`config.mk`:
```
export PLATFORM = sky130hd
export DESIGN_NAME = display_scanner
export DESIGN_NICKNAME = d
export VERILOG_FILES = /design/src/rtl/display_scanner_pkg.sv /design/src/rtl/display_scanner_timebase.sv /design/src/rtl/display_scanner.sv
export SDC_FILE = /design/constraint.sdc
export NUM_CORES = 1
export LEC_CHECK = 0
export ABC_AREA = 1
export CELL_PAD_IN_SITES_DETAIL_PLACEMENT = 1
export CELL_PAD_IN_SITES_GLOBAL_PLACEMENT = 1
export CORE_MARGIN = 2
export CORE_UTILIZATION = 30
export CTS_BUF_LIST = sky130_fd_sc_hd__clkbuf_8 sky130_fd_sc_hd__clkbuf_16
export CTS_CLUSTER_DIAMETER = 30
export CTS_CLUSTER_SIZE = 14
export DETAILED_ROUTE_END_ITERATION = 10
export PLACE_DENSITY_LB_ADDON = 0.1
export SKIP_LAST_GASP = 1
export SLEW_MARGIN = 25
export SYNTH_ARGS = -nofsm -noshare
export SYNTH_HDL_FRONTEND = slang
export SYNTH_HIERARCHICAL = 1
export SYNTH_SLANG_ARGS = --single-unit
```
`constraint.sdc`:
```
create_clock -name Clock -period 3.82 [get_ports Clock]
set_input_delay 0.955 -clock Clock [delete_from_list [all_inputs] [get_ports Clock]]
set_output_delay 0.955 -clock Clock [all_outputs]
set_load 0.02 [all_outputs]
```
`src/rtl/display_scanner_pkg.sv`:
```
// Shared constants for the two-digit display scanner: segment bit order,
// digit-enable codes and scan FSM state encoding.
package display_scanner_pkg;

    localparam int SEG_A = 6;
    localparam int SEG_B = 5;
    localparam int SEG_C = 4;
    localparam int SEG_D = 3;
    localparam int SEG_E = 2;
    localparam int SEG_F = 1;
    localparam int SEG_G = 0;

    localparam logic [6:0] SEG_NONE = 7'b0000000;

    localparam logic [1:0] DIG_OFF = 2'b00;
    localparam logic [1:0] DIG_CXA = 2'b01;
    localparam logic [1:0] DIG_RGA = 2'b10;

    localparam logic [1:0] ST_BLANK = 2'd0;
    localparam logic [1:0] ST_CXA   = 2'd1;
    localparam logic [1:0] ST_RGA   = 2'd2;

    function automatic logic [1:0] digitCode(input logic [1:0] state);
        case (state)
            ST_CXA:  digitCode = DIG_CXA;
            ST_RGA:  digitCode = DIG_RGA;
            default: digitCode = DIG_OFF;
        endcase
    endfunction

endpackage

```
`src/rtl/display_scanner_timebase.sv`:
```
// Slot prescaler and blink timebase: slot count, one-cycle slot pulse on the
// last count, and the alarm blink phase that toggles every BLINK_SLOTS slots.
module scan_timebase #(
    parameter int PRESCALE    = 50000,
    parameter int BLINK_SLOTS = 64,
    parameter int CNT_W       = 16,
    parameter int BLINK_W     = 6
) (
    input  logic             Clock,
    input  logic             Reset_n,
    output logic [CNT_W-1:0] count,
    output logic             slotTick,
    output logic             blinkPhase,
    output logic             blinkWrap
);

    localparam logic [CNT_W-1:0]   CNT_LAST   = CNT_W'(PRESCALE - 1);
    localparam logic [BLINK_W-1:0] BLINK_LAST = BLINK_W'(BLINK_SLOTS - 1);

    logic [CNT_W-1:0]   count_r;
    logic [CNT_W-1:0]   countNext_s;
    logic               slotTick_r;
    logic [BLINK_W-1:0] blinkCnt_r;
    logic               blinkPhase_r;
    logic               blinkWrap_s;

    // Next prescaler value; wraps after the last count of the slot
    always_comb begin
        if (count_r == CNT_LAST) begin
            countNext_s = '0;
        end else begin
            countNext_s = count_r + CNT_W'(1);
        end
    end

    assign blinkWrap_s = slotTick_r && (blinkCnt_r == BLINK_LAST);

    // The slot pulse is registered from the next count so it lines up with count = last
    always_ff @(posedge Clock or negedge Reset_n) begin
        if (!Reset_n) begin
            count_r      <= '0;
            slotTick_r   <= 1'b0;
            blinkCnt_r   <= '0;
            blinkPhase_r <= 1'b0;
        end else begin
            count_r    <= countNext_s;
            slotTick_r <= (countNext_s == CNT_LAST);
            if (blinkWrap_s) begin
                blinkCnt_r   <= '0;
                blinkPhase_r <= ~blinkPhase_r;
            end else if (slotTick_r) begin
                blinkCnt_r   <= blinkCnt_r + BLINK_W'(1);
                blinkPhase_r <= blinkPhase_r;
            end else begin
                blinkCnt_r   <= blinkCnt_r;
                blinkPhase_r <= blinkPhase_r;
            end
        end
    end

    assign count      = count_r;
    assign slotTick   = slotTick_r;
    assign blinkPhase = blinkPhase_r;
    assign blinkWrap  = blinkWrap_s;

endmodule

```
`src/rtl/display_scanner.sv`:
```
// Two-digit multiplexed 7-segment scanner (caixa / rega) with a dead-time guard
// at each slot start, once-per-slot pattern capture and alarm blinking.
module display_scanner
    import display_scanner_pkg::*;
#(
    parameter int PRESCALE    = 50000,
    parameter int DEAD_CYCLES = 4,
    parameter int BLINK_SLOTS = 64
) (
    input  logic               Clock,
    input  logic               Reset_n,
    input  logic [SEG_A:SEG_G] SegCaixa,
    input  logic [SEG_A:SEG_G] SegRega,
    input  logic               ModoVarredura,
    input  logic               ChaveSeletora,
    input  logic               Alarme,
    output logic [SEG_A:SEG_G] Segmentos,
    output logic [1:0]         Digito,
    output logic               SlotTick
);

    localparam int CNT_W   = $clog2(PRESCALE);
    localparam int BLINK_W = (BLINK_SLOTS > 1) ? $clog2(BLINK_SLOTS) : 1;
    localparam logic [CNT_W-1:0] DEAD_CNT = CNT_W'(DEAD_CYCLES);

    if (PRESCALE < DEAD_CYCLES + 2 || DEAD_CYCLES < 0 || BLINK_SLOTS < 1) begin : g_paramCheck
        $error("display_scanner: illegal PRESCALE/DEAD_CYCLES/BLINK_SLOTS combination");
    end

    logic [CNT_W-1:0]   count_s;
    logic               slotTick_s;
    logic               blinkPhase_s;
    logic               blinkWrap_s;

    logic [1:0]         state_r;
    logic [1:0]         fsmNext_s;
    logic [1:0]         stateNext_s;
    logic [CNT_W-1:0]   countNext_s;
    logic               phaseNext_s;
    logic               captureNext_s;
    logic [6:0]         pattNext_s;
    logic [6:0]         patt_r;
    logic               alarmNext_s;
    logic               alarm_r;
    logic               digitOffNext_s;
    logic               blankNext_s;
    logic [6:0]         segNext_s;
    logic [1:0]         digNext_s;
    logic [6:0]         segmentos_r;
    logic [1:0]         digito_r;

    scan_timebase #(
        .PRESCALE    (PRESCALE),
        .BLINK_SLOTS (BLINK_SLOTS),
        .CNT_W       (CNT_W),
        .BLINK_W     (BLINK_W)
    ) u_timebase (
        .Clock      (Clock),
        .Reset_n    (Reset_n),
        .count      (count_s),
        .slotTick   (slotTick_s),
        .blinkPhase (blinkPhase_s),
        .blinkWrap  (blinkWrap_s)
    );

    // Slot-boundary successor; an unknown state falls back to BLANK in auto mode
    always_comb begin
        fsmNext_s = ST_BLANK;
        if (ModoVarredura) begin
            case (state_r)
                ST_BLANK: fsmNext_s = ST_CXA;
                ST_CXA:   fsmNext_s = ST_RGA;
                ST_RGA:   fsmNext_s = ST_CXA;
                default:  fsmNext_s = ST_BLANK;
            endcase
        end else if (ChaveSeletora) begin
            fsmNext_s = ST_RGA;
        end else begin
            fsmNext_s = ST_CXA;
        end
    end

    // Everything below looks one cycle ahead so the registered outputs line up with count
    always_comb begin
        stateNext_s = state_r;
        countNext_s = count_s + CNT_W'(1);
        if (slotTick_s) begin
            stateNext_s = fsmNext_s;
            countNext_s = '0;
        end else begin
            stateNext_s = state_r;
            countNext_s = count_s + CNT_W'(1);
        end

        phaseNext_s   = blinkPhase_s ^ blinkWrap_s;
        captureNext_s = (countNext_s == DEAD_CNT);

        pattNext_s  = patt_r;
        alarmNext_s = alarm_r;
        if (captureNext_s) begin
            alarmNext_s = Alarme;
            if (stateNext_s == ST_RGA) begin
                pattNext_s = SegRega;
            end else begin
                pattNext_s = SegCaixa;
            end
        end else begin
            pattNext_s  = patt_r;
            alarmNext_s = alarm_r;
        end

        digitOffNext_s = (stateNext_s == ST_BLANK) || (countNext_s < DEAD_CNT);
        blankNext_s    = alarmNext_s && (stateNext_s == ST_CXA) && phaseNext_s;

        if (digitOffNext_s) begin
            digNext_s = DIG_OFF;
            segNext_s = SEG_NONE;
        end else if (blankNext_s) begin
            digNext_s = digitCode(stateNext_s);
            segNext_s = SEG_NONE;
        end else begin
            digNext_s = digitCode(stateNext_s);
            segNext_s = pattNext_s;
        end
    end

    // Scan state, captured pattern/alarm and output drive registers
    always_ff @(posedge Clock or negedge Reset_n) begin
        if (!Reset_n) begin
            state_r     <= ST_BLANK;
            patt_r      <= SEG_NONE;
            alarm_r     <= 1'b0;
            segmentos_r <= SEG_NONE;
            digito_r    <= DIG_OFF;
        end else begin
            state_r     <= stateNext_s;
            patt_r      <= pattNext_s;
            alarm_r     <= alarmNext_s;
            segmentos_r <= segNext_s;
            digito_r    <= digNext_s;
        end
    end

    assign Segmentos = segmentos_r;
    assign Digito    = digito_r;
    assign SlotTick  = slotTick_s;

endmodule
```
==> results by group, run 1 <==
Yosys
  • Sequential share of the synthesized area: 38.70%
  • Fraction of registers with async set/reset: 100.0%
  • EDFF count, synth: 0
  • Top post-synthesis cells by count: nand2_1 (122), inv_1 (54), nand3_1 (45)
  • Mapped Area: 2780 µm²
  • Post-synth top area cell: dfrtp_1
  • #FFs+latches synth: 43
  • Yosys top cell area share: 38.70%
  • Netlist cell types: 29
  • Syn nets: 415
  • Synth Flop Type: dfrtp_1
  • Largest cells by area after synthesis: dfrtp_1 (39%), nand2_1 (16%), nand3_1 (8.1%)
  • Post-Syn Instances: 392
  • Syn. warnings: 6
  • Post-Syn Area per Cell: 7.092 µm²
  • Count leader, synth: nand2_1

GRT
  • Antenna violations before repair: 0
  • First-pass GRT wire length: 12910 µm
  • Remaining Overflow, GRT: 0
  • Vias in the first global route: 2742
  • Largest net degree at the start of global routing: 28
  • Overall global routing resource usage: 16.19%

Route
  • Met2 wire length: 3882 µm
  • Vias: 2572
  • Initial DRC count: 65
  • DR pass1 iterations: 4
  • Post-Route WL: 7523 µm
  • Detail-routed via count per cell: 4.781
  • Met1 wire length: 3375 µm
  • DR WL/cell: 13.98 µm
  • Routed Antenna Nets: 0
  • Met3 routed WL: 187 µm
  • # DRC: 0
  • Max layer used: met4

STA
  • Final setup vio count: 0
  • Setup TNS: 0 ps
  • Clk_skew: 9.950 ps
  • Slew HR: 45.47%
  • RSZ-0062 raised after global routing: false
  • Post-route minimum period: 2711 ps
  • Fmax: 0.3689 GHz
  • Worst-margin pin slew: 816.3 ps
  • Pins Over Slew Limit: 0
  • Fin crit share: 70.97%
  • Final hold vios: 0

Setup path
  • Reg2Reg Depth: 10
  • Reg-to-reg startpoint: u_timebase/count[0]$_DFF_PN0_
  • Reg-to-reg slack, setup: 1340 ps
  • Worst-path cell chain: clkdlybuf4s50_1 > nand2_1 > a21oi_1 > o21bai_1 > nand2_1 > nand2_1 > nand2_1 > nand4_1 > nand2_1 > nand2_1 > nor2_1
  • CP Launch Type: primary input
  • Crit path max-delay family: simple AND/OR/NAND/NOR gates
  • CP peak stage delay: 470 ps
  • Crit path max fanout: 11
  • FF-to-FF End: Segmentos[6]$_DFF_PN0_
  • CP most frequent cell: nand2_1
  • Worst path arrival time: 2900 ps
  • CP bufs+invs: 1
  • CP required: 4010 ps
  • Critical path type: in -> reg
  • Slowest cell on the critical path: clkdlybuf4s50_1
  • CP endpoint kind: register

Worst hold path
  • Hold path cells: 2
  • Hold path startpoint: patt_r[4]$_DFF_PN0_
  • Hold endpoint: patt_r[4]$_DFF_PN0_
  • Min-delay worst type: reg -> reg

Placed design
  • Gpl congestion: 0.7864
  • Final HPWL DP: 5774 µm
  • Port Buf Inserts: 28
  • Placed Area: 3211 µm²

Power and ir drop
  • Pwr/cell area: 284.6 nW/µm²
  • Power Total: 0.9514 mW
  • Leakage: 1.611 nW
  • Maximum VDD drop: 0.1790 mV

Clocking
  • Max H-tree Level: 2
  • # hold bufs at CTS: 0
  • Worst-case clock buffer depth: 2
  • Post-CTS setup buffers: 0
  • Clk_lat worst skew: 300 ps
  • Clock Root Buffer: clkbuf_8
  • Resize count post-CTS: 0
  • Clock slew at reported path FFs: 100 ps
  • Num CTS Buffers: 5
  • Clock Sinks: 43
  • CTS tree: done

Die
  • Core footprint: 9109 µm²
  • Die Area: 10050 µm²
  • Die extent in y: 100.3 µm
  • Die X-Extent: 100.3 µm
  • Cell Rows: 35
  • Initial Utilization: 30.52%
  • # IOs: 29

Finish
  • Area of the multi-input gates: 1483 µm²
  • Design area: 3343 µm²
  • Fill count: 1160
  • Share of cells above drive strength 1: 9.602%
  • Final nets: 449
  • ANT cells: 0
  • Layout Area Growth over Synthesis: 20.25%
  • Sequential cell area: 1076 µm²

Run status
  • Status: finished clean

Run
  • Max-cap viol count: 0
==> cell usage in the layout (no fill, tap or decap), types with 3 or more instances in the layout <==
cell type        instances
inv_1                   55
nand2_2                  6
nor2_2                   6
dfrtp_1                 43
clkbuf_8                 5
o21bai_1                 8
clkdlybuf4s50_1         27
nor2_1                  43
nor3_1                   3
ha_1                     4
o21ai_0                  8
xor2_1                   5
nor2_4                   8
nand4_1                 16
nand2_1                122
nand3_1                 45
==> cell families after synthesis <==
kind of cell	Yosys count	share of synthesized area, %
simple gates	259	44.38
xor+xnor	6	1.890
flops	43	38.70
fa+ha+maj	4	1.800
compound gates	21	5.266
buf+inv	59	7.966
==> per-stage QoR <==
stage | hold WS [ps] | std cells | utilization [%] | setup WS (ps)
after floorplan | 438.4 | 392 | - | 1584
after global placement | 453.4 | 529 | 35.03 | 861.2
after detailed placement | 459.3 | 530 | 35.25 | 815.8
after CTS | 483.2 | 538 | 36.70 | 1101
after global routing | 513.5 | 538 | 36.70 | 857.6
final | 479.2 | 538 | 36.70 | 1109
==> layout make-up <==
type	count	share of cell area (%)
well taps	111	4.154
flip-flops and latches	43	32.19
repair buffers	30	9.057
inverters	56	6.287
clock buffers	5	2.058
multi-input cells	290	44.35
clock inverters	3	1.909
==> registers in the layout, summed over array words and instances, names as in the netlist <==
signal	cells
u_timebase/count	16
Segmentos	7
patt_r	7
u_timebase/blinkCnt_r	6
Digito	2
state_r	2
alarm_r	1
u_timebase/blinkPhase	1
u_timebase/slotTick	1
==> worst max-delay path by stage <==
stage | startpoint | endpoint | slack, ps | cells past startpoint
2_1_floorplan | ModoVarredura | Segmentos[0]$_DFF_PN0_ | 1580 | 12
3_3_place_gp | ModoVarredura | Segmentos[5]$_DFF_PN0_ | 860 | 11
3_5_place_dp | ModoVarredura | Segmentos[5]$_DFF_PN0_ | 820 | 11
4_1_cts | ModoVarredura | Segmentos[2]$_DFF_PN0_ | 1100 | 11
5_1_grt | ModoVarredura | Segmentos[2]$_DFF_PN0_ | 860 | 12
6_report | ModoVarredura | Segmentos[2]$_DFF_PN0_ | 1110 | 11
==> layer usage <==
layer | global-route usage (%) | vias up
met5 | 0 | -
met4 | 3.688 | 0
met3 | 2.646 | 6
met2 | 29.79 | 30
met1 | 19.71 | 1228
li1 | - | 1308
==> power by group <==
part | total, mW | switching, mW | internal [mW]
combinational | 0.0577 | 0.0278 | 0.0299
sequential | 0.465 | 0.00236 | 0.463
clock | 0.429 | 0.170 | 0.259
total | 0.951 | 0.200 | 0.752
==> worst reg2reg max path: stages, from the launching register on <==
cell and delay, ps:
dfrtp_1 470, ha_1 230, nand3_1 170, nor2_1 240, nand2_1 80, nand3_1 90, nand2_1 110, nor3_4 430
nand4_4 190, a21oi_4 310, nor2_1 70
No activity file was read; power rests on OpenSTA's default activity.
==> inputs of run 2 (changes only) <==
==> constraint.sdc (replaced) <==
create_clock -name Clock -period 2.8 [get_ports Clock]
set_input_delay 0.7 -clock Clock [delete_from_list [all_inputs] [get_ports Clock]]
set_output_delay 0.7 -clock Clock [all_outputs]
set_load 0.02 [all_outputs]
==> run 2 against run 1 <==
Effect of this change: clock power up 36%; power grew 36%; via count grew 2.9%; cell area increased by 1.6%; largest cell class unchanged.
==> results by group, run 2 (same netlist as run 1, synthesis figures left out) <==
Power and ir drop
  • Sw frac: 20.88% (-0.12 points)
  • Clock share of power: 45.0% (about the same)
  • Sequential power share: 48.9% (about the same)
  • Power Total: 1.296 mW (+36%)
  • Sw Pwr: 0.2705 mW (+35%)
  • Combinational power share: 6.0% (about the same)
  • Leakage: 1.644 nW (+2.0%)
  • Pwr/cell area: 381.6 nW/µm² (+34%)
  • Maximum VDD drop: 0.1563 mV (-13%)
  • P_int: 1.025 mW (+36%)

Die
  • Cell Rows: 35 (unchanged)
  • Die Area: 10050 µm² (unchanged)
  • Core footprint: 9109 µm² (unchanged)
  • # IOs: 29 (unchanged)
  • Initial Utilization: 30.52% (unchanged)
  • Die extent in y: 100.3 µm (unchanged)
  • Die X-Extent: 100.3 µm (unchanged)

Setup path
  • Reg2Reg Depth: 13 (+3)
  • Reg-to-reg slack, setup: 370 ps (-970 ps)
  • CP endpoint kind: register
  • CP Launch Type: register
  • CP most frequent cell: nand2_1
  • Critical path type: reg -> reg
  • CP Depth: 13 (+2)
  • Crit path max-delay family: simple AND/OR/NAND/NOR gates
  • Worst-path cell chain: nand2_1 > nor2_4 > nand2_1 > nor2_1 > nand2_1 > nand3_1 > nand2_1 > nor2_4 > nand3_2 > o21ai_0 > inv_2 > nand2_1 > nor2_1
  • CP bufs+invs: 1 (unchanged)
  • Slowest cell on the critical path: dfrtp_1
  • CP peak stage delay: 560 ps (+90 ps)
  • Worst path arrival time: 2620 ps (-280 ps)
  • Crit path max fanout: 10 (-1)
  • CP required: 2990 ps (-1020 ps)

GRT
  • Remaining Overflow, GRT: 0 (unchanged)
  • First-pass GRT wire length: 13320 µm (+3.2%)
  • Grt met2 use: 30.82% (+1.0 points)
  • Largest net degree at the start of global routing: 44 (+57%)
  • Vias in the first global route: 2760 (+0.66%)
  • GRT busiest layer: met2
  • Antenna violations before repair: 0 (unchanged)
  • Grt met1 use: 19.89% (+0.17 points)
  • Overall global routing resource usage: 16.52% (+0.34 points)
  • Met3 Use GR: 2.507% (-0.14 points)

Route
  • DR pass1 iterations: 4 (unchanged)
  • Routed Antenna Nets: 0 (unchanged)
  • Post-Route WL: 7602 µm (+1.1%)
  • DR WL/cell: 13.95 µm (-0.25%)
  • Detail-routed via count per cell: 4.855 (+1.6%)
  • Initial DRC count: 63 (-3.1%)
  • # DRC: 0 (unchanged)
  • Vias: 2646 (+2.9%)

Finish
  • Layout Area Growth over Synthesis: 22.14%
  • Commonest non-fill, non-tap cell in the layout: nand2_1
  • Final nets: 456 (+1.6%)
  • Most frequent cells in the layout: nand2_1 (122), inv_1 (55), nand3_1 (45), dfrtp_1 (43), nor2_1 (43)
  • Fill count: 1153 (-0.60%)
  • Share of cells above drive strength 1: 11.06% (+1.5 points)
  • Max reg flops: 16 (unchanged)
  • ANT cells: 0 (unchanged)

STA
  • Fmax: 0.4111 GHz
  • Final hold vios: 0 (unchanged)
  • Setup TNS: 0 ps (unchanged)
  • Post-route minimum period: 2432 ps
  • Pins Over Slew Limit: 0 (unchanged)
  • Clk_skew: 4.677 ps (-5.273 ps)
  • Fin crit share: 86.87%
  • RSZ-0062 raised after global routing: false
  • Final setup vio count: 0 (unchanged)
  • Slew HR: 65.00% (+20 points)
  • Worst-margin pin slew: 520.2 ps (-296.1 ps)

Clocking
  • CTS tree: done
  • Clock slew at reported path FFs: 90 ps (about the same)
  • Post-CTS setup buffers: 0 (unchanged)
  • Max H-tree Level: 2 (unchanged)
  • Clock Root Buffer: clkbuf_8
  • Clk_lat worst skew: 300 ps (about the same)
  • Clock Sinks: 43 (unchanged)
  • # hold bufs at CTS: 0 (unchanged)
  • Resize count post-CTS: 0 (unchanged)
  • Num CTS Buffers: 5 (unchanged)
  • Worst-case clock buffer depth: 2 (unchanged)

Worst hold path
  • Min-delay worst type: in -> async

Run
  • Max-cap viol count: 0 (unchanged)

Placed design
  • Gpl congestion: 0.7963 (+1.3%)
  • Port Buf Inserts: 28 (unchanged)
  • Final HPWL DP: 5874 µm (+1.7%)

Run status
  • Status: finished clean
==> run 2: changes by cell type in the layout (fill, tap and decap cells not counted) <==
| cell | previous run | this run |
|---|---|---|
| buf_4 | 1 | 8 |
==> run 2: power by group through the flow <==
stage	logic, mW	clock network [mW]	registers, mW
6_report	0.0780	0.584	0.634
5_1_grt	0.0874	0.629	0.636
4_1_cts	0.0807	0.606	0.634
3_5_place_dp	0.0800	0	0.647
3_3_place_gp	0.0802	0	0.646
2_1_floorplan	0.0162	0	0.653
==> run 2: final timing paths <==
kind	start	endpoint
max	u_timebase/count[4]$_DFF_PN0_	Segmentos[0]$_DFF_PN0_
min	Reset_n	u_timebase/blinkCnt_r[4]$_DFFE_PN0P_
max reg2reg	u_timebase/count[4]$_DFF_PN0_	Segmentos[0]$_DFF_PN0_
min reg2reg	patt_r[0]$_DFF_PN0_	patt_r[0]$_DFF_PN0_
max in group asynchronous	Reset_n	u_timebase/count[4]$_DFF_PN0_
min in group Clock	patt_r[0]$_DFF_PN0_	patt_r[0]$_DFF_PN0_
==> run 2: metrics by stage <==
| stage | setup slack (ps) | hold WS, ps | std cells | instance area (µm²) | utilization, % |
|---|---|---|---|---|---|
| 2_1_floorplan | 796.7 | 404.4 | 392 | 2780 | - |
| 3_3_place_gp | 176.9 | 453.2 | 537 | 3263 | 35.82 |
| 3_5_place_dp | 199.3 | 460.0 | 537 | 3263 | 35.82 |
| 4_1_cts | 339.3 | 372.6 | 545 | 3396 | 37.28 |
| 5_1_grt | 96.43 | 386.4 | 545 | 3396 | 37.28 |
| 6_report | 367.5 | 362.5 | 545 | 3396 | 37.28 |
==> run 2: final cells by class <==
class	count	area (µm²)	area share, %
multi-input cells	290	1483	43.66
flip-flops and latches	43	1076	31.69
repair buffers	37	355.3	10.46
inverters	56	210.2	6.190
well taps	111	138.9	4.090
clock buffers	5	68.82	2.027
clock inverters	3	63.81	1.879
==> run 2: per-layer routing <==
metal	share of wire (%)	vias up
met5	0	-
met4	1.1	0
met3	2.1	7
met2	51	25
met1	46	1288
li1	-	1326
==> run 2: worst reg2reg max path: stages, from the launching register on <==
cell     delay (ps)
dfrtp_1         560
nand2_1         210
nor2_4          220
nand2_1         120
nor2_1          120
nand2_1          60
nand3_1         110
nand2_1         100
nor2_4          280
nand3_2         160
o21ai_0         140
inv_2           120
nand2_1          80
nor2_1           50
